File: config.mk
export PLATFORM = sky130hd
export DESIGN_NAME = pc_unit_stack
export DESIGN_NICKNAME = d
export VERILOG_FILES = /design/src/rtl/pc_unit_stack.sv
export SDC_FILE = /design/constraint.sdc
export NUM_CORES = 1
export LEC_CHECK = 0
export ABC_AREA = 0
export CAP_MARGIN = 0
export CORE_UTILIZATION = 45
export CTS_CLUSTER_DIAMETER = 50
export CTS_CLUSTER_SIZE = 28
export DETAILED_ROUTE_END_ITERATION = 16
export HOLD_SLACK_MARGIN = 0.06
export PLACE_DENSITY = 0.72
export SYNTH_ARGS = -nofsm -noshare
export SYNTH_HDL_FRONTEND = slang
export SYNTH_SLANG_ARGS = --single-unit
File: constraint.sdc
create_clock -name clock -period 3.5 [get_ports clock]
set_input_delay 0.35 -clock clock [delete_from_list [all_inputs] [get_ports clock]]
set_output_delay 0.35 -clock clock [all_outputs]
set_load 0.05 [all_outputs]
File: src/rtl/pc_unit_stack.sv
// Program counter with relative branch, absolute load, stall and a circular return-address stack.
// Optional sticky overflow/underflow flag stack_err when PC_STACK_ERR_EN is defined.
module pc_unit_stack #(
    parameter int unsigned      WIDTH       = 32,
    parameter logic [WIDTH-1:0] RESET_VALUE = '0,
    parameter int unsigned      STEP        = 1,
    parameter int unsigned      STACK_DEPTH = 4
) (
    input  logic                               clock,
    input  logic                               clear,
    input  logic                               stall,
    input  logic                               inc_pc,
    input  logic                               enable,
    input  logic                               branch,
    input  logic                               call,
    input  logic                               ret,
    input  logic [WIDTH-1:0]                   d,
    input  logic [WIDTH-1:0]                   offset,
    output logic [WIDTH-1:0]                   q,
    output logic [$clog2(STACK_DEPTH+1)-1:0]   stack_count,
    output logic                               stack_full,
    output logic                               stack_empty
`ifdef PC_STACK_ERR_EN
    ,
    output logic                               stack_err
`endif
);

    localparam int unsigned CW = $clog2(STACK_DEPTH + 1);
    localparam int unsigned PW = $clog2(STACK_DEPTH);
    localparam logic [CW-1:0]    DepthC = CW'(STACK_DEPTH);
    localparam logic [PW-1:0]    PtrMax = PW'(STACK_DEPTH - 1);
    localparam logic [WIDTH-1:0] StepW  = WIDTH'(STEP);

    logic [WIDTH-1:0] pc_q, pc_d;
    logic [CW-1:0]    count_q, count_d;
    logic [PW-1:0]    ptr_q, ptr_d;
    logic             full_q, empty_q;
    logic             push;
    logic             err_set;
    logic [WIDTH-1:0] pc_inc;
    logic [PW-1:0]    ptr_inc, ptr_dec;
    logic [WIDTH-1:0] mem [STACK_DEPTH];

    assign pc_inc  = pc_q + StepW;
    // ptr_q is the next slot to write; the top entry sits one below it.
    assign ptr_inc = (ptr_q == PtrMax) ? '0 : ptr_q + PW'(1);
    assign ptr_dec = (ptr_q == '0) ? PtrMax : ptr_q - PW'(1);

    always_comb begin
        pc_d    = pc_q;
        count_d = count_q;
        ptr_d   = ptr_q;
        push    = 1'b0;
        err_set = 1'b0;
        if (stall) begin
            pc_d = pc_q;
        end else if (ret) begin
            if (count_q != '0) begin
                pc_d    = mem[ptr_dec];
                count_d = count_q - CW'(1);
                ptr_d   = ptr_dec;
            end else begin
                pc_d    = pc_inc;
                err_set = 1'b1;
            end
        end else if (call) begin
            push  = 1'b1;
            pc_d  = d;
            ptr_d = ptr_inc;
            // When full the write lands on the oldest entry and the count saturates.
            if (count_q != DepthC) begin
                count_d = count_q + CW'(1);
            end else begin
                err_set = 1'b1;
            end
        end else if (enable) begin
            pc_d = d;
        end else if (branch) begin
            pc_d = pc_inc + offset;
        end else if (inc_pc) begin
            pc_d = pc_inc;
        end
    end

    always_ff @(posedge clock) begin
        if (clear) begin
            pc_q    <= RESET_VALUE;
            count_q <= '0;
            ptr_q   <= '0;
            full_q  <= 1'b0;
            empty_q <= 1'b1;
        end else begin
            pc_q    <= pc_d;
            count_q <= count_d;
            ptr_q   <= ptr_d;
            full_q  <= (count_d == DepthC);
            empty_q <= (count_d == '0);
        end
    end

    always_ff @(posedge clock) begin
        if (!clear && push) begin
            mem[ptr_q] <= pc_inc;
        end
    end

`ifdef PC_STACK_ERR_EN
    logic err_q;

    always_ff @(posedge clock) begin
        if (clear) begin
            err_q <= 1'b0;
        end else if (err_set) begin
            err_q <= 1'b1;
        end
    end

    assign stack_err = err_q;
`else
    logic unused_err;
    assign unused_err = err_set;
`endif

    assign q           = pc_q;
    assign stack_count = count_q;
    assign stack_full  = full_q;
    assign stack_empty = empty_q;

endmodule

==> results.cfg, run 1 <==
[drt]
finalWirelength_um = 31600
dr_total_vias = 8607
viasPerCell = 6.06
drtAntennaViolNets = 0
post_drt_wl_per_cell_um = 22.2
drt-initial-drc-count = 949
drt_pre_antenna_iters = 8
drc_errors = 0

[power]
clkPwrFrac_pct = 32.9
p_total_mw = 6.16
p_int_mw = 4.25
worst_ir_drop_vdd_uv = 318
p_comb_share_pct = 30.4
switching_share_pct = 31.0
p_seq_share_pct = 36.7
p_leak_nw = 5.18
power_density_nw_per_um2 = 450
p_switching_mw = 1.91

[worst_setup_path]
path_max_fanout = 5
crit_path_end_kind = register
r2r_cells = 17
r2r_start = q[1]
critPathSlowestCell = or4_4
worstPathBufferInverterCount = 3
r2r_setup_slack_ns = -0.19
arrival_ns = 4.00
cp.depth = 17
slowest_delay_ns = 0.45
path_delay_family = compound AO/OA/AOI/OAI gates
critPathLaunchType = register
crit_type = register to register
path_cells = ha_4 -> nand2_4 -> or4_4 -> buf_8 -> nor2_8 -> nand4_1 -> xnor2_2 -> ha_4 -> a21o_1 -> a211oi_2 -> o21ai_4 -> buf_6 -> buf_6 -> xnor2_2 -> o21ai_1 -> a21oi_2 -> nor3_2
r2r_end = q[23]
crit_required_ns = 3.81

[logic_synthesis]
ys_seq_elements = 167
synthTopCellsByArea = edfxtp_1 (40%), dfxtp_1 (8.1%), mux4_2 (7.5%)
yosysUniqueCellTypes = 74
synth_flop_cell = edfxtp_1
synth-seq-area-share_pct = 48.1
syn-instance-count = 867
netlist_area_sq_um = 9620
syn_nets = 986
synth_edf_count = 128
synthArstFlopShare_pct = 0
netlist.area_leader.share_pct = 39.9
avgSynthCellArea_sq_um = 11.1
synth_top_area_cell = edfxtp_1
ys_warn_count = 0

[cells_and_area]
drive_above_1_share_pct = 33.0
seq_area_sq_um = 4660
n_antenna_cell = 0
utilization_pct = 65.0
area_delta_synth_final_pct = 42.0
fillers = 1574
multi_input_area_sq_um = 5380
nets = 1252

[place]
place_hpwl_um = 21700
routabilityCongestion = 0.945
io_buffers = 108

[sta]
worst_slack_ns = -0.195
finalHoldViolCount = 0
whs_ns = 0.500
period_needed_ns = 3.69
worstMarginPinSlew_ns = 0.730
rsz0062_at_grt = yes
final.period_utilization_pct = 106
skew_ns = 0.00777
report.final.slew_viol_count = 0
finalSetupTns_ns = -0.781
final-setup-viol-count = 6
fmaxAchievable_mhz = 271
slew_headroom_pct = 51.3

[hold_path]
hold_start = clear
holdPathStages = 3
whs_endpoint = ptr_q[0]
holdCritPathClass = input pin to register

[global_route]
grt_pass1_vias = 8214
overflow = 0
grt_max_degree = 39
grt_util_all_layers_pct = 28.7
antenna_found_initial = 0
grt_pass1_wl_um = 46800

[die]
dieHeight_um = 148
io-pin-count = 109
initial_core_util_pct = 45.8
coreArea_sq_um = 21000
die_area_sq_um = 22000
die_w_um = 148
std_cell_rows = 53

[flow_run]
maxCapViolations = 0

[outcome]
status = finished, violations left
violations = setup timing

[clock_network]
clk_pin_slew_ns = 0.07
cts.path.max_buffers = 2
ctsHtreeMaxLevel = 4
cts_inserted_buffers = 17
root_buffer = clkbuf_16
insertion_delay_ns = 0.44
hold_buffers = 0
numClockSinks = 167
cts_tree = yes
registers in the layout, indices dropped and copies added, names as in the netlist:
name and cells:
stack_count 3, mem 128, q 32, stack_empty 1, ptr_q 2, stack_full 1
how the worst max path moves through the flow:
stage | start | endpoint
after floorplan | q[0] | q[29]
after global placement | q[1] | q[31]
after detailed placement | q[1] | q[27]
after CTS | q[6] | q[31]
after global routing | q[1] | q[23]
final | q[1] | q[23]
kinds of logic after synthesis:
logic type / synth area share [%]
fa+ha+maj: 6.19
buf+inv: 3.07
simple gates: 12.7
xor+xnor: 5.34
mux: 8.32
flops: 48.1
compound gates: 16.3
power groups by stage:
stage                     clock [mW]  sequential [mW]  combinational (mW)
final                           2.03             2.26                1.87
after global routing            2.12             2.27                1.97
after CTS                       2.04             2.26                1.73
after detailed placement           0             2.30                1.66
after global placement             0             2.30                1.64
after floorplan                    0             2.46               0.790
synthesized netlist by cell type, drive strengths merged (19+ instances only):
library cell	instances
mux4	32
xor2	19
a21oi	51
o21ai	42
nor2	82
nand2	71
nand3	23
a211oi	19
nor3	21
inv	25
edfxtp	128
dfxtp	39
xnor2	38
ha	46
a21o	20
clkbuf	38
final cells by class:
| type | count | area share (%) |
|---|---|---|
| repair buffers | 295 | 18.7 |
| clock buffers | 19 | 3.17 |
| inverters | 27 | 0.751 |
| multi-input cells | 625 | 39.3 |
| flip-flops and latches | 167 | 34.1 |
| well taps | 275 | 2.52 |
| clock inverters | 13 | 1.42 |
metal layers:
layer	up-vias	wire [um]	GRT usage (%)	part of all wire, %
li1	3858	-	-	-
met1	4236	13200	38.5	42
met2	448	14700	45.4	46
met3	65	2890	7.27	9.1
met4	0	773	9.33	2.4
met5	-	0	1.59	0
stage by stage:
stage	area [sq um]	instances	worst slack [ns]
after floorplan	9820	867	-0.213
after global placement	12400	1371	-0.189
after detailed placement	12400	1371	-0.246
after CTS	13200	1410	0.00150
after global routing	13700	1421	-0.327
final	13700	1421	-0.195
placed cells by master, fill, tap and decap left out, drive strengths merged, types with 28 or more instances in the layout:
cell           count
a21oi             51
buf              188
clkdlybuf4s50    107
dfxtp             39
edfxtp           128
ha                46
inv               28
mux4              32
nand2             71
nor2              82
o21ai             42
xnor2             38
tightest hold or removal path: cells and delay by family:
kind | cells | cell delay (ns)
buf+inv | 2 | 0.40
simple gates | 1 | 0.15
repair_timing:
item	in CTS	in global routing
pin swaps	17	47
cloned	0	0
resized for setup	35	73
endpoints found under the setup margin	14	17
setup buffers	7	11
Note: power is estimated with default switching activity, not from simulation.
==> inputs of run 2 (changes only) <==
--- a/config.mk
+++ b/config.mk
@@ -7,6 +7,7 @@
 export LEC_CHECK = 0
 export ABC_AREA = 0
 export CAP_MARGIN = 0
+export CORE_ASPECT_RATIO = 2
 export CORE_UTILIZATION = 45
 export CTS_CLUSTER_DIAMETER = 50
 export CTS_CLUSTER_SIZE = 28
==> run 2 against run 1 <==
Compared with the run above: the run still ends with setup timing left; sequential power is essentially flat; total power shrank 2.2%; first-iteration DRC count shrank 40%.
==> results.cfg, run 2 (same netlist as run 1, synthesis figures left out) <==
[outcome]
status = finished, violations left
violations = setup timing

[drt]
post_drt_wl_per_cell_um = 24.2
drt-initial-drc-count = 570
finalWirelength_um = 34300
drt_pre_antenna_iters = 5
drtAntennaViolNets = 0
drc_errors = 0
viasPerCell = 6.18
dr_total_vias = 8763

[clock_network]
numClockSinks = 167
root_buffer = clkbuf_16
hold_buffers = 0
ctsHtreeMaxLevel = 4
cts_tree = yes
clk_pin_slew_ns = 0.07
cts_inserted_buffers = 17
cts.path.max_buffers = 2
insertion_delay_ns = 0.44

[power]
power_density_nw_per_um2 = 437
switching_share_pct = 32.3
p_int_mw = 4.08
p_leak_nw = 5.19
p_seq_share_pct = 37.5
p_switching_mw = 1.95
worst_ir_drop_vdd_uv = 329
p_comb_share_pct = 32.1
clkPwrFrac_pct = 30.4
p_total_mw = 6.03

[cells_and_area]
largest_reg_flops = 128
fillers = 1567
top_register = mem
final_cell_mix = buf_4 (179), edfxtp_1 (128), clkdlybuf4s50_1 (108)
seq_area_sq_um = 4660
utilization_pct = 65.8
multi_input_area_sq_um = 5510
mostFrequentLayoutCell = buf_4
n_antenna_cell = 0
nets = 1255
fin_area_sq_um = 13800
fin_cells = 1418
drive_above_1_share_pct = 33.8
area_delta_synth_final_pct = 43.2

[die]
coreArea_sq_um = 20900
std_cell_rows = 75
die_w_um = 105
io-pin-count = 109
dieHeight_um = 209
die_area_sq_um = 22000
initial_core_util_pct = 46.0

[global_route]
overflow = 0
grt_util_met1_pct = 30.5
grt_pass1_vias = 9030
busiest_layer = met2
grt_util_met2_pct = 56.4
grt_max_degree = 39
grt_pass1_wl_um = 50100
grt_util_all_layers_pct = 31.2
grt_use_met3_pct = 4.27
antenna_found_initial = 0

[sta]
rsz0062_at_grt = yes
final-setup-viol-count = 6
skew_ns = 0.0120
final.period_utilization_pct = 105
period_needed_ns = 3.68
fmaxAchievable_mhz = 272
report.final.slew_viol_count = 0
whs_ns = 0.549
worst_slack_ns = -0.181
finalSetupTns_ns = -0.518
finalHoldViolCount = 0
slew_headroom_pct = 59.5
worstMarginPinSlew_ns = 0.605

[place]
place_area_sq_um = 12400
place_hpwl_um = 24700
place_ws_ns = -0.318
io_buffers = 108
routabilityCongestion = 0.977
dp_cells = 1370

[worst_setup_path]
crit_required_ns = 3.80
arrival_ns = 3.98
path_max_fanout = 6
path_common_cell = ha_4
slowest_delay_ns = 0.49
crit_type = register to register
crit_path_end_kind = register
critPathLaunchType = register
path_cells = ha_4 -> nand2_4 -> or4_4 -> buf_12 -> nor2_4 -> xnor2_2 -> inv_2 -> ha_4 -> nand2_2 -> o221a_2 -> o31a_1 -> o221ai_4 -> nand4_1 -> buf_4 -> o21ai_2 -> xor2_1 -> a221oi_1 -> nor3_1
critPathSlowestCell = or4_4

[hold_path]
holdCritPathClass = register to register

[flow_run]
maxCapViolations = 0
[run 2: path summary, 6_finish.rpt]
kind                  from  endpoint  slack, ns  cells after the start
hold reg to reg   ptr_q[1]  ptr_q[1]       0.55                      2
setup reg to reg      q[0]     q[28]      -0.18                     18
hold / removal    ptr_q[1]  ptr_q[1]       0.55                      2
setup / recovery      q[0]     q[28]      -0.18                     18
[run 2: power by group through the flow]
stage | Sequential, mW | Clock [mW] | Combinational (mW)
after floorplan | 2.46 | 0 | 0.790
after global placement | 2.30 | 0 | 1.67
after detailed placement | 2.30 | 0 | 1.69
after CTS | 2.26 | 1.84 | 1.76
after global routing | 2.26 | 1.92 | 2.03
final | 2.26 | 1.83 | 1.93
[run 2: worst max-delay path: cells and delay by family, from the launching register on]
kind / cells / cell delay [ns]
AOI/OAI and AO/OA: 5 / 1.05
xor gates and xnor gates: 2 / 0.23
adders and majority gates: 2 / 0.46
buffers and inverters: 3 / 0.44
DFF: 1 / 0.37
and+or+nand+nor: 6 / 0.99
[run 2: repair_timing]
action                     4_1_cts  5_1_grt
setup endpoints to repair       17       19
buffers inserted                 8        9
pin swaps                       30       47
gates resized for setup         43       87
[run 2: final cells by class]
type,count,share of cell area (%)
sequential,167,33.9
clock inverter,11,0.845
multi-input combinational,625,40.0
clock buffer,21,3.27
inverter,27,0.745
tap,269,2.44
timing repair buffer,298,18.8
[run 2: routing by layer]
| metal | wire, um | up-vias | share of wire (%) |
|---|---|---|---|
| met3 | 1860 | 183 | 5.4 |
| met2 | 18300 | 470 | 53 |
| met5 | 0 | - | 0 |
| met1 | 11100 | 4251 | 32 |
| li1 | - | 3859 | - |
| met4 | 3020 | 0 | 8.8 |
==> inputs of run 3 (changes only) <==
--- a/config.mk
+++ b/config.mk
@@ -14,6 +14,7 @@
 export DETAILED_ROUTE_END_ITERATION = 16
 export HOLD_SLACK_MARGIN = 0.06
 export PLACE_DENSITY = 0.72
+export SETUP_SLACK_MARGIN = 0.02
 export SYNTH_ARGS = -nofsm -noshare
 export SYNTH_HDL_FRONTEND = slang
 export SYNTH_SLANG_ARGS = --single-unit
==> run 3 against run 2 <==
Compared with the run above: the flow still finishes with violations (setup timing); combinational power hardly changed; register-to-register slack about the same; flip-flop and latch count did not move; design area is 1.5% higher; sequential power about the same; worst setup slack worse by 0.0044 ns; global-route usage decreased by 0.18 points; worst hold slack worse by 0.0066 ns; core utilization up 0.96 points; clock skew grew 0.00051 ns; largest cell class unchanged.
==> results.cfg, run 3 (same netlist as run 1, synthesis figures left out) <==
[worst_setup_path]
r2r_setup_slack_ns = -0.19
arrival_ns = 4.02
r2r_end = q[31]
r2r_start = q[0]
crit_start = q[0]
path_max_fanout = 6
critPathLaunchType = register
crit_path_end_kind = register
crit_type = register to register
r2r_cells = 18
crit_required_ns = 3.83

[global_route]
grt_util_all_layers_pct = 31.0
grt_pass1_vias = 9091
overflow = 0
grt_max_degree = 39
grt_pass1_wl_um = 49900
antenna_found_initial = 0

[cells_and_area]
drive_above_1_share_pct = 36.0
mostFrequentLayoutCell = buf_4
top_register = mem
largest_reg_flops = 128
final_cell_mix = buf_4 (203), edfxtp_1 (128), clkdlybuf4s50_1 (108)
nets = 1282
n_antenna_cell = 0
utilization_pct = 66.8
area_delta_synth_final_pct = 45.2

[die]
io-pin-count = 109
die_w_um = 105
coreArea_sq_um = 20900
std_cell_rows = 75
die_area_sq_um = 22000
initial_core_util_pct = 46.0
dieHeight_um = 209

[drt]
drtAntennaViolNets = 0
finalWirelength_um = 33700
dr_total_vias = 8750
post_drt_wl_per_cell_um = 23.3
drt-initial-drc-count = 555
viasPerCell = 6.06
drc_errors = 0
drt_pre_antenna_iters = 5

[clock_network]
numClockSinks = 167
insertion_delay_ns = 0.44
root_buffer = clkbuf_16
cts.path.max_buffers = 2
hold_buffers = 0
ctsHtreeMaxLevel = 4
cts_inserted_buffers = 17
cts_tree = yes
clk_pin_slew_ns = 0.08

[power]
p_leak_nw = 5.33
power_density_nw_per_um2 = 430
worst_ir_drop_vdd_uv = 326
p_total_mw = 6.01

[flow_run]
maxCapViolations = 0

[sta]
rsz0062_at_grt = yes
finalSetupTns_ns = -0.621
worst_slack_ns = -0.185
slew_headroom_pct = 55.1
skew_ns = 0.0125
report.final.slew_viol_count = 0
fmaxAchievable_mhz = 271
final.period_utilization_pct = 105
worstMarginPinSlew_ns = 0.672
final-setup-viol-count = 8
finalHoldViolCount = 0
period_needed_ns = 3.69

[place]
routabilityCongestion = 0.993
place_hpwl_um = 24700
io_buffers = 108

[outcome]
violations = setup timing
status = finished, violations left

[hold_path]
holdCritPathClass = register to register
holdPathStages = 2
hold_start = ptr_q[1]
whs_endpoint = ptr_q[1]
-- run 3: routing by layer --
layer / routed length (um) / track usage [%] / up-vias
met4: 2690 / 24.6 / 0
met2: 18400 / 57.5 / 420
met1: 10700 / 29.3 / 4266
li1: - / - / 3909
met5: 0 / 0 / -
met3: 1870 / 5.36 / 155
-- run 3: worst max path at each step --
| stage | endpoint | slack [ns] | cells after the start |
|---|---|---|---|
| detailed placement | q[27] | -0.30 | 16 |
| finish | q[31] | -0.19 | 18 |
| global route | q[31] | -0.28 | 18 |
| global placement | q[31] | -0.28 | 15 |
| CTS | q[29] | -0.08 | 16 |
| floorplan | q[29] | -0.21 | 16 |
-- run 3: stage by stage --
stage	cells	area (sq um)	setup slack [ns]	hold WS, ns
2_1_floorplan	867	9830	-0.213	0.510
3_3_place_gp	1380	12500	-0.278	0.529
3_5_place_dp	1380	12500	-0.299	0.532
4_1_cts	1432	13500	-0.0829	0.542
5_1_grt	1445	14000	-0.285	0.561
6_report	1445	14000	-0.185	0.542
-- run 3: final cells by class --
class                   count  area (sq um)
inverters                  27           106
clock buffers              17           425
well taps                 269           337
flip-flops and latches    167          4660
fillers                  1606          6950
repair buffers            325          2800
clock inverters            15           131
multi-input cells         625          5520
-- run 3: repair_timing --
| action | in CTS | in global routing |
|---|---|---|
| cloned | 0 | 0 |
| resized for setup | 50 | 83 |
| setup endpoints to repair | 19 | 20 |
| pin swaps | 42 | 69 |
| buffers inserted | 20 | 15 |
-- run 3: critical path: stages, from the launching register on --
cell and delay (ns):
dfxtp_4 0.36, ha_4 0.14, nand2_2 0.06, or4_4 0.50, buf_12 0.17, nor2_8 0.19, buf_12 0.13, nand3_4 0.11
xnor2_4 0.25, ha_4 0.24, a2111o_1 0.47, nor2_2 0.15, a21oi_2 0.06, o31ai_4 0.07, o2111a_1 0.21, a21oi_1 0.05
o221ai_2 0.07, mux2i_1 0.10, o31a_1 0.23
-- run 3: power by group --
part	internal, mW	switching, mW
clock	0.938	0.858
sequential	2.21	0.0488
combinational	0.877	1.07
